===== config.mk =====
export PLATFORM = sky130hd
export DESIGN_NAME = adc_deserializer
export DESIGN_NICKNAME = d
export VERILOG_FILES = /design/src/rtl/adc_deserializer_pkg.sv /design/src/rtl/adc_deserializer_chan_shift.sv /design/src/rtl/adc_deserializer.sv
export SDC_FILE = /design/constraint.sdc
export NUM_CORES = 1
export LEC_CHECK = 0
export CAP_MARGIN = 30
export CORE_UTILIZATION = 57
export DETAILED_ROUTE_END_ITERATION = 12
export GPL_TIMING_DRIVEN = 0
export PLACE_DENSITY_LB_ADDON = 0.08
export SLEW_MARGIN = 20
export SYNTH_ARGS = -nofsm -noshare
export SYNTH_HDL_FRONTEND = slang
export SYNTH_SLANG_ARGS = --single-unit
export TNS_END_PERCENT = 5

===== constraint.sdc =====
create_clock -name ext_clk -period 4.3 [get_ports ext_clk]
set_input_delay 0.43 -clock ext_clk [delete_from_list [all_inputs] [get_ports ext_clk]]
set_output_delay 0.43 -clock ext_clk [all_outputs]
set_load 0.005 [all_outputs]

===== src/rtl/adc_deserializer_pkg.sv =====
// Shared types and sizes for the serial ADC deserializer.
// Imported by the lane shifter and the top-level framer.
package adc_pkg;

  localparam int NUM_CH   = 8;
  localparam int WORD_W   = 16;
  localparam int BITCNT_W = 4;

  typedef enum logic {
    IDLE,
    SHIFT
  } state_e;

endpackage


===== src/rtl/adc_deserializer_chan_shift.sv =====
// One serial lane: WORD_W-bit shift register with realign load.
// word is the register value after this cycle's shift.
module chan_shift
  import adc_pkg::*;
#(
  parameter bit MSB_FIRST = 1'b1
) (
  input  logic              clk,
  input  logic              rst,
  input  logic              shift_en,
  input  logic              clear_load,
  input  logic              bit_in,
  output logic [WORD_W-1:0] word
);

  logic [WORD_W-1:0] sh_q;
  logic [WORD_W-1:0] sh_d;

  always_comb begin
    sh_d = sh_q;
    if (shift_en) begin
      if (MSB_FIRST) begin
        if (clear_load) sh_d = {{(WORD_W-1){1'b0}}, bit_in};
        else            sh_d = {sh_q[WORD_W-2:0], bit_in};
      end else begin
        if (clear_load) sh_d = {bit_in, {(WORD_W-1){1'b0}}};
        else            sh_d = {bit_in, sh_q[WORD_W-1:1]};
      end
    end
  end

  assign word = sh_d;

  always_ff @(posedge clk) begin
    if (rst) sh_q <= '0;
    else     sh_q <= sh_d;
  end

endmodule


===== src/rtl/adc_deserializer.sv =====
// Frame-aligned deserializer for NUM_CH serial ADC lanes.
// Publishes a word set with a one-cycle frame_valid strobe.
module adc_deserializer
  import adc_pkg::*;
#(
  parameter bit MSB_FIRST = 1'b1
) (
  input  logic                ext_clk,
  input  logic                rst,
  input  logic                en,
  input  logic                sync,
  input  logic [NUM_CH-1:0]   sdata,
  output logic [WORD_W-1:0]   par [NUM_CH-1:0],
  output logic                frame_valid,
  output logic [BITCNT_W-1:0] bit_cnt,
  output logic [15:0]         frame_cnt,
  output logic                locked,
  output logic                sync_err
);

  localparam logic [BITCNT_W-1:0] LAST_BIT = BITCNT_W'(WORD_W - 1);

  state_e              state_q, state_d;
  logic [BITCNT_W-1:0] bit_cnt_q, bit_cnt_d;
  logic [15:0]         frame_cnt_q, frame_cnt_d;
  logic                sync_err_q, sync_err_d;
  logic                frame_valid_q, frame_valid_d;
  logic [WORD_W-1:0]   par_q [NUM_CH-1:0];
  logic [WORD_W-1:0]   par_d [NUM_CH-1:0];
  logic [WORD_W-1:0]   word [NUM_CH-1:0];
  logic                shift_en;
  logic                clear_load;

  for (genvar g = 0; g < NUM_CH; g++) begin : g_lane
    chan_shift #(
      .MSB_FIRST (MSB_FIRST)
    ) u_lane (
      .clk        (ext_clk),
      .rst        (rst),
      .shift_en   (shift_en),
      .clear_load (clear_load),
      .bit_in     (sdata[g]),
      .word       (word[g])
    );
  end

  always_comb begin
    state_d       = state_q;
    bit_cnt_d     = bit_cnt_q;
    frame_cnt_d   = frame_cnt_q;
    sync_err_d    = sync_err_q;
    frame_valid_d = 1'b0;
    par_d         = par_q;
    shift_en      = 1'b0;
    clear_load    = 1'b0;
    if (en) begin
      unique case (state_q)
        IDLE: begin
          if (sync) begin
            shift_en   = 1'b1;
            clear_load = 1'b1;
            bit_cnt_d  = BITCNT_W'(1);
            state_d    = SHIFT;
          end
        end
        SHIFT: begin
          shift_en = 1'b1;
          // late sync: drop the partial word and restart on this bit
          if (sync && bit_cnt_q != '0) begin
            clear_load = 1'b1;
            bit_cnt_d  = BITCNT_W'(1);
            sync_err_d = 1'b1;
          end else if (bit_cnt_q == LAST_BIT) begin
            for (int i = 0; i < NUM_CH; i++) par_d[i] = word[i];
            frame_valid_d = 1'b1;
            frame_cnt_d   = frame_cnt_q + 16'd1;
            bit_cnt_d     = '0;
          end else begin
            bit_cnt_d = bit_cnt_q + BITCNT_W'(1);
          end
        end
        default: state_d = IDLE;
      endcase
    end
  end

  always_ff @(posedge ext_clk) begin
    if (rst) begin
      state_q       <= IDLE;
      bit_cnt_q     <= '0;
      frame_cnt_q   <= '0;
      sync_err_q    <= 1'b0;
      frame_valid_q <= 1'b0;
      par_q         <= '{default: '0};
    end else begin
      state_q       <= state_d;
      bit_cnt_q     <= bit_cnt_d;
      frame_cnt_q   <= frame_cnt_d;
      sync_err_q    <= sync_err_d;
      frame_valid_q <= frame_valid_d;
      par_q         <= par_d;
    end
  end

  assign par         = par_q;
  assign frame_valid = frame_valid_q;
  assign bit_cnt     = bit_cnt_q;
  assign frame_cnt   = frame_cnt_q;
  assign locked      = (state_q == SHIFT);
  assign sync_err    = sync_err_q;

endmodule


# Word level (Yosys, flattened, before mapping)
# Cells that the tools add are included.
[word_totals] reg_bits=279 wordCells=62
[op_classes] n_addsub=2 eq_ne=2 n_mux=28 n_bitwise=3 reduce_logical=6
[op_table] op="two-way mux 16 bit" count=16
[op_table] op="adder 16 x 1 -> 16 bit (second input constant)" count=1
[op_table] op="two-way mux 4 bit" count=3
[op_table] op="one-hot mux 4 bit (2 select lines)" count=1
[op_table] op="two-way mux 1 bit" count=6
[op_table] op="adder 4 x 1 -> 4 bit (second input constant)" count=1
[op_table] op="== test 4 bit (second input constant)" count=1
[op_table] op="one-hot mux 1 bit (2 select lines)" count=2
[op_table] op="AND reduction 4 bit" count=1
[op_table] op="nonzero test 4 bit" count=1
[op_table] op="OR reduction 4 bit" count=1
[op_table] op="NOT 1 bit" count=3
[op_table] op="AND reduction 3 bit" count=1
[op_table] op="inequality test 2 bit (second input constant)" count=1
[op_table] op="AND reduction 2 bit" count=1
[op_table] op="logical AND 1 bit" count=1

# Longest topological paths before layout
# Gate-level depths: netlist (run 1).
[logic_depth] ltp_word=7 ltp_mapped=9

# Hierarchy
# Synthesis (run 1) repeated with hierarchy kept, for this count alone.
[unflattened] cells_unflattened=1349 area_unflattened_um2=11150.7
[by_module_without_submodules] mod="chan_shift" instances=8 cells_per_inst=83 area_each_um2=705.7 seq_area_each_um2=320.3
[by_module_without_submodules] mod="adc_deserializer" instances=1 cells_per_inst=685 area_each_um2=5505.3 seq_area_each_um2=3022.9

# Worst setup path before layout (run 1)
# No wires, ideal clock.
[synth_path] path_kind="register to register" startpoint="register bit_cnt_q[0], in the netlist bit_cnt[0]" endpoint="register frame_cnt_q[12], in the netlist frame_cnt[12]" setup_time_ps=70 arrival_ps=1990 required_ps=4230 slack_ps=2241 stages_incl_launch_ff=8 path_buffers=1 path_cell_list="dfxtp_1 inv_1 ha_1 or3b_1 buf_2 a2111o_1 or4_1 a21oi_1"
[synth_between] elab_chain_cells=4 elab_cells_between_ends=5
[synth_lines] item="from (decl)" line="adc_deserializer.sv:24" source="logic [BITCNT_W-1:0] bit_cnt_q, bit_cnt_d;"
[synth_lines] item="from (signal assigned)" line="adc_deserializer.sv:97" source="bit_cnt_q <= bit_cnt_d;"
[synth_lines] item="nonzero test 4 bit" line="adc_deserializer.sv:69" source="if (sync && bit_cnt_q != '0) begin"
[synth_lines] item="logical AND 1 bit" line="adc_deserializer.sv:69"
[synth_lines] item="NOT 1 bit (no source line)"
[synth_lines] item="AND reduction 4 bit (no source line) *"
[synth_lines] item="to (signal assigned)" line="adc_deserializer.sv:98" source="frame_cnt_q <= frame_cnt_d;"
[synth_lines] item="to (decl)" line="adc_deserializer.sv:25" source="logic [15:0] frame_cnt_q, frame_cnt_d;"
# Mark *: on every way between the ends. The rest lies on a longest branch, timed or not.
# A chain may end at the register's enable or synchronous reset.

# Final worst setup path (run 1)
[layout_path] startpoint="register bit_cnt_q[1], in the netlist bit_cnt[1]" endpoint="register par_q (netlist bit par[23])"
[layout_between] elab_chain_cells=7 elab_cells_between_ends=10
[layout_lines] item="nonzero test 4 bit" line="adc_deserializer.sv:69"
[layout_lines] item="logical AND 1 bit" line="adc_deserializer.sv:69"
[layout_lines] item="two-way mux 1 bit" line="adc_deserializer.sv:69"
[layout_lines] item="one-hot mux 1 bit (2 select lines)" line="adc_deserializer.sv:57" source="unique case (state_q)"
[layout_lines] item="two-way mux 1 bit" line="adc_deserializer.sv:56" source="if (en) begin"
[layout_lines] item="two-way mux 16 bit" line="adc_deserializer_chan_shift.sv:23" source="if (clear_load) sh_d = {{(WORD_W-1){1'b0}}, bit_in};"
[layout_lines] item="two-way mux 16 bit" line="adc_deserializer_chan_shift.sv:21" source="if (shift_en) begin"
[layout_lines] item="to (signal assigned)" line="adc_deserializer.sv:101" source="par_q <= par_d;"
[layout_lines] item="to (decl)" line="adc_deserializer.sv:28" source="logic [WORD_W-1:0] par_q [NUM_CH-1:0];"
# Parallel ways exist; a longest one is shown, timed or not.

==> flow_metrics.py, run 1 <==
metrics = {
    "critical_path": {
        "worstSetupEndpointType": "flop",
        "arrival_ps": 3580,
        "cp.required_ps": 4770,
        "crit_fanout": 10,
        "cp-start-kind": "flop",
        "path_class": "reg -> reg",
    },
    "die": {
        "core-area_sq_um": 17300,
        "row_count": 48,
        "fp.dieW_um": 135.1,
        "die_h_um": 135.1,
        "die-area_sq_um": 18250,
        "pin_count": 163,
        "start_util_pct": 58.36,
    },
    "power": {
        "power.leakage_nw": 4.562,
        "ir_drop_uv": 378.2,
        "power.density_nw_per_um2": 408.2,
    },
    "timing": {
        "finalClockSkew_ps": 16.51,
        "slew_viol_final": 0,
        "finalSetupTns_ps": 0,
        "holdWs_ps": 182.8,
        "setup_viol": 0,
        "period_share_pct": 72.17,
        "slew_headroom_pct": 38.05,
        "min_period_ps": 3103,
        "finalHoldViolCount": 0,
        "worst_slew_pin_slew_ps": 929.3,
        "rsz0062_at_grt": "false",
        "fmax_ghz": 0.3222,
    },
    "route": {
        "drc": 0,
        "dr.pass1.iters": 5,
        "ant_nets": 0,
        "drtIter0Drc": 495,
        "avgViaCountPerCell": 5.427,
        "num_vias": 8390,
        "avgRoutedWirePerCell_um": 15.66,
        "drt_wl_total_um": 24210,
    },
    "cells_and_area": {
        "layout_common_cells": "dfxtp_1, nand2_1, clkdlybuf4s50_1, a21oi_1",
        "area_growth_pct": 28.17,
        "multi_input_area_sq_um": 4110,
        "antenna_cells": 0,
        "drive_above_1_share_pct": 4.088,
        "nFillCells": 1302,
        "seq_area_sq_um": 5585,
        "final_common_cell": "dfxtp_1",
        "fin_nets": 1316,
    },
    "worst_hold_path": {
        "min_path_type": "in -> reg",
    },
    "global_route": {
        "grt_max_degree": 15,
        "grt_pass1_wl_um": 38360,
        "grtUsageTotal_pct": 26.14,
        "grt_overflow": 0,
        "grt_pass1_vias": 7638,
        "use_met1_pct": 34.95,
        "grt_use_met3_pct": 4.655,
        "gr-max-usage-layer": "met2",
        "use_met2_pct": 42.96,
        "antenna_found_initial": 0,
    },
    "logic_synthesis": {
        "synth_edf_count": 0,
        "yosys_most_used_dff": "dfxtp_1",
        "yosysWarnings": 0,
        "netlist_area_sq_um": 10090,
        "yosysSeqAreaShare_pct": 55.33,
        "async_reset_ff_share_pct": 0,
        "synth_fp_nets": 1126,
        "syn-mean-instance-area_sq_um": 9.086,
        "synth.distinct_cells": 40,
        "synthCells": 1111,
        "ys_ff_latch": 279,
    },
    "clock_tree": {
        "clkTransAtPathRegs_ps": 60,
        "htreeDepth": 1,
        "cts_buffers": 28,
        "root_buffer": "clkbuf_16",
        "cts_tree": "yes",
        "hold_buffers": 0,
        "cts_setup_buffers": 0,
        "clock_latency_ps": 540,
        "cts.sinks": 279,
        "clk_path_buf_depth": 3,
        "post_cts_resize_count": 0,
    },
    "placement": {
        "port_buffers": 160,
        "gp_congestion": 0.8248,
        "dp_hpwl_um": 16290,
    },
    "flow_run": {
        "max_cap_violations": 0,
    },
    "status": {
        "status": "completed",
    },
}
per-layer routing:
layer / vias up / part of all wire (%)
met3: 42 / 6.0
li1: 4146 / -
met4: 0 / 2.2
met5: - / 0
met2: 247 / 47
met1: 3955 / 45
per-stage QoR:
stage                     area (sq um)  std cells  power, mW  worst slack (ps)  utilization [%]
after floorplan                  10090       1111      2.772              2241                -
final                            12940       1546      5.282              1197            74.80
after global placement           11980       1496      2.838              1194            69.25
after CTS                        12940       1546      5.310              1235            74.80
after detailed placement         11980       1496      2.840              1167            69.25
after global routing             12940       1546      5.431              1054            74.80
cells by family (layout without fill, tap and decap cells):
family                   count (synthesis)  count (layout)  share of synthesized area (%)
adder cells (fa/ha/maj)                  3               3                         0.3719
flip-flops                             279             279                          55.33
XOR/XNOR                                 7               7                         0.6073
AO/OA/AOI/OAI                          284             284                          19.17
buffers and inverters                  101             311                          3.954
multiplexers                             8               8                         0.7933
AND/OR/NAND/NOR                        429             429                          19.77
cell usage after synthesis, drive strengths merged (3+ instances only):
library cell | count | area (sq um)
nor3 | 3 | 15.01
xnor2 | 7 | 61.31
or3 | 4 | 25.02
mux2i | 8 | 80.08
dfxtp | 279 | 5585
buf | 17 | 83.83
nand4 | 6 | 37.54
ha | 3 | 37.54
clkbuf | 75 | 281.5
a21oi | 135 | 675.7
or4 | 5 | 37.54
nor4 | 3 | 18.77
nor2b | 120 | 750.7
o21ai | 8 | 40.03
a22o | 120 | 1051
a211oi | 8 | 60.06
nand3 | 7 | 35.03
nor2 | 28 | 107.6
inv | 9 | 33.78
nand2 | 248 | 930.9
o31ai | 4 | 30.03
cell type report:
class | instances | area share [%]
buffer | 92 | 2.824
multi-input combinational | 731 | 31.77
sequential | 279 | 43.17
clock buffer | 43 | 6.469
tap | 225 | 2.176
timing repair buffer | 160 | 12.38
clock inverter | 7 | 0.9574
inverter | 9 | 0.2611
critical path, cell delays in order (launching register included):
cell      delay, ps
dfxtp_1         430
ha_1            300
nand3_1         160
clkbuf_1        270
nor3_1          780
buf_2           470
buf_1           420
a22o_1          200
worst paths after layout:
kind | startpoint | slack [ps] | to | cells past startpoint
worst max-delay path | bit_cnt[1]$_SDFFE_PP0N_ | 1200 | par[23]$_SDFFE_PP0P_ | 7
worst min-delay path | en | 180 | locked$_SDFFE_PP0P_ | 3
worst max register to register | bit_cnt[1]$_SDFFE_PP0N_ | 1200 | par[23]$_SDFFE_PP0P_ | 7
worst min register to register | sync_err$_SDFFE_PP0P_ | 480 | sync_err$_SDFFE_PP0P_ | 2
power breakdown:
part | switching (mW) | internal [mW] | total (mW)
registers | 0.00545 | 2.59 | 2.60
logic | 0.145 | 0.0410 | 0.186
clock network | 0.983 | 1.51 | 2.50
total | 1.13 | 4.15 | 5.28
flip-flops by register name (all words and copies together), names as in the netlist:
signal              cells
sync_err                1
par                   128
bit_cnt                 4
frame_cnt              16
g_lane.u_lane.sh_q    128
locked                  1
frame_valid             1
No activity file was read; power rests on OpenSTA's default activity.
==> run 2: changes to the inputs <==
- CORE_UTILIZATION: 57 -> 48
- clock period: 4.3 -> 2.7 ns (I/O delays scaled with it)
==> run 2 against run 1 <==
Clock skew down 7.5 ps. Non-clock buffer count up 1. Via count down 1.0%. Critical path depth unchanged. Total power up 57%. Sequential power up 59%. First-iteration DRC count down 8.5%. Global-route usage down 3.8 points. Sequential share of layout area down 0.23 points. Routed wire length up 2.0%.
==> flow_metrics.py, run 2 (synthesized netlist as in run 1, its figures left out) <==
metrics = {
    "global_route": {
        "grt_max_degree": 15,
        "antenna_found_initial": 1,
        "grt_overflow": 0,
        "grt_pass1_vias": 7549,
        "grtUsageTotal_pct": 22.31,
        "grt_pass1_wl_um": 39210,
    },
    "timing": {
        "min_period_ps": 2578,
        "slew_headroom_pct": 52.68,
        "finalClockSkew_ps": 9.044,
        "fmax_ghz": 0.3879,
        "period_share_pct": 95.48,
        "worst_slew_pin_slew_ps": 709.9,
        "finalSetupTns_ps": 0,
        "slew_viol_final": 0,
        "finalHoldViolCount": 0,
        "setup_viol": 0,
        "timing.final.ws_setup_ps": 122.1,
        "rsz0062_at_grt": "true",
    },
    "route": {
        "num_vias": 8304,
        "drc": 0,
        "dr.pass1.iters": 8,
        "ant_nets": 0,
        "drtIter0Drc": 453,
        "avgRoutedWirePerCell_um": 15.50,
        "avgViaCountPerCell": 5.213,
        "drt_wl_total_um": 24690,
    },
    "critical_path": {
        "path_cells": "ha_1 > nand3_1 > clkbuf_1 > nor3_4 > buf_4 > buf_1 > a22o_1",
        "cp-start-kind": "flop",
        "path_class": "reg -> reg",
        "r2r_end": "par[33]$_SDFFE_PP0P_",
        "cp.required_ps": 3170,
        "slowest_delay_ps": 440,
        "crit_fanout": 10,
        "rrSetupSlack_ps": 120,
        "arrival_ps": 3050,
        "reg2regPathDepth": 7,
        "slowest_stage": "dfxtp_1",
        "worstSetupEndpointType": "flop",
        "r2r-start": "bit_cnt[1]$_SDFFE_PP0N_",
    },
    "cells_and_area": {
        "seq_area_sq_um": 5585,
        "nFillCells": 1808,
        "final_common_cell": "dfxtp_1",
        "drive_above_1_share_pct": 5.140,
        "fin_nets": 1318,
        "multi_input_area_sq_um": 4121,
        "fin_cells": 1593,
        "antenna_cells": 0,
        "area_growth_pct": 28.85,
        "layout_common_cells": "dfxtp_1, nand2_1, clkdlybuf4s50_1, a21oi_1",
    },
    "placement": {
        "dp_cells": 1541,
        "place_ws_ps": -492.7,
        "port_buffers": 160,
        "gp_congestion": 0.7802,
        "dp_hpwl_um": 16610,
    },
    "clock_tree": {
        "cts_tree": "yes",
        "root_buffer": "clkbuf_16",
        "clkTransAtPathRegs_ps": 60,
        "cts_buffers": 29,
        "clock_latency_ps": 540,
        "htreeDepth": 1,
        "clk_path_buf_depth": 3,
        "cts.sinks": 279,
    },
    "worst_hold_path": {
        "holdPathEnd": "g_lane[7].u_lane.sh_q[0]$_SDFF_PP0_",
        "hold_start": "sdata[7]",
        "min_path_type": "in -> reg",
        "whs_path_depth": 3,
    },
    "die": {
        "core-area_sq_um": 20430,
        "row_count": 52,
        "pin_count": 163,
        "die_h_um": 147.0,
        "die-area_sq_um": 21610,
        "start_util_pct": 49.41,
        "fp.dieW_um": 147.0,
    },
    "status": {
        "status": "completed",
    },
    "power": {
        "power.density_nw_per_um2": 638.9,
        "ir_drop_uv": 407.2,
        "power.leakage_nw": 4.610,
    },
    "flow_run": {
        "max_cap_violations": 0,
    },
}
## run 2: layout make-up
cell class / count / share of cell area (%)
Tap cell: 270 / 2.597
Inverter: 9 / 0.2597
Clock inverter: 9 / 0.5675
Timing Repair Buffer: 161 / 12.39
Clock buffer: 42 / 6.647
Multi-Input combinational cell: 731 / 31.69
Buffer: 92 / 2.915
Sequential cell: 279 / 42.94
## run 2: worst max path at each step
stage	start	to	slack [ps]	depth (start not counted)
final	bit_cnt[1]$_SDFFE_PP0N_	par[33]$_SDFFE_PP0P_	120	7
after detailed placement	bit_cnt[1]$_SDFFE_PP0N_	par[78]$_SDFFE_PP0P_	-490	7
after CTS	bit_cnt[0]$_SDFFE_PP0N_	par[46]$_SDFFE_PP0P_	8	9
after global routing	bit_cnt[1]$_SDFFE_PP0N_	par[33]$_SDFFE_PP0P_	-50	7
after floorplan	bit_cnt[0]$_SDFFE_PP0N_	frame_cnt[12]$_SDFFE_PP0P_	640	7
after global placement	bit_cnt[1]$_SDFFE_PP0N_	par[89]$_SDFFE_PP0P_	-470	7
## run 2: power breakdown
group          internal [mW]  total [mW]  switching [mW]
sequential              4.13        4.14         0.00867
combinational         0.0664       0.300           0.233
clock                   2.30        3.87            1.57
## run 2: routing by layer
metal	wire length, um	part of all wire (%)	global-route usage, %
met5	12	0.049	0
met4	360	1.5	4.794
met3	1406	5.7	4.503
met2	11350	46	35.88
met1	11560	47	30.99
## run 2: worst max-delay path: cells and delay by family, from the launching register on
kind | cells | cell delay (ps)
compound gates | 1 | 200
fa+ha+maj | 1 | 290
buf+inv | 3 | 980
flops | 1 | 440
simple gates | 2 | 590
## run 2: per-stage QoR
step           power (mW)  area (sq um)  util [%]  hold slack (ps)
6_report            8.311         13010     63.67            384.7
2_1_floorplan       4.415         10090         -            437.5
4_1_cts             8.394         13000     63.63            373.8
5_1_grt             8.583         13010     63.67            400.5
3_5_place_dp        4.528         12030     58.90            463.1
3_3_place_gp        4.528         12030     58.90            434.5
## run 2: repair_timing
action                     CTS  global route
gates resized for setup      5            11
hold endpoints to repair     1             0
buffers inserted             0             0
hold buffers                 1             0
setup endpoints to repair  107           212
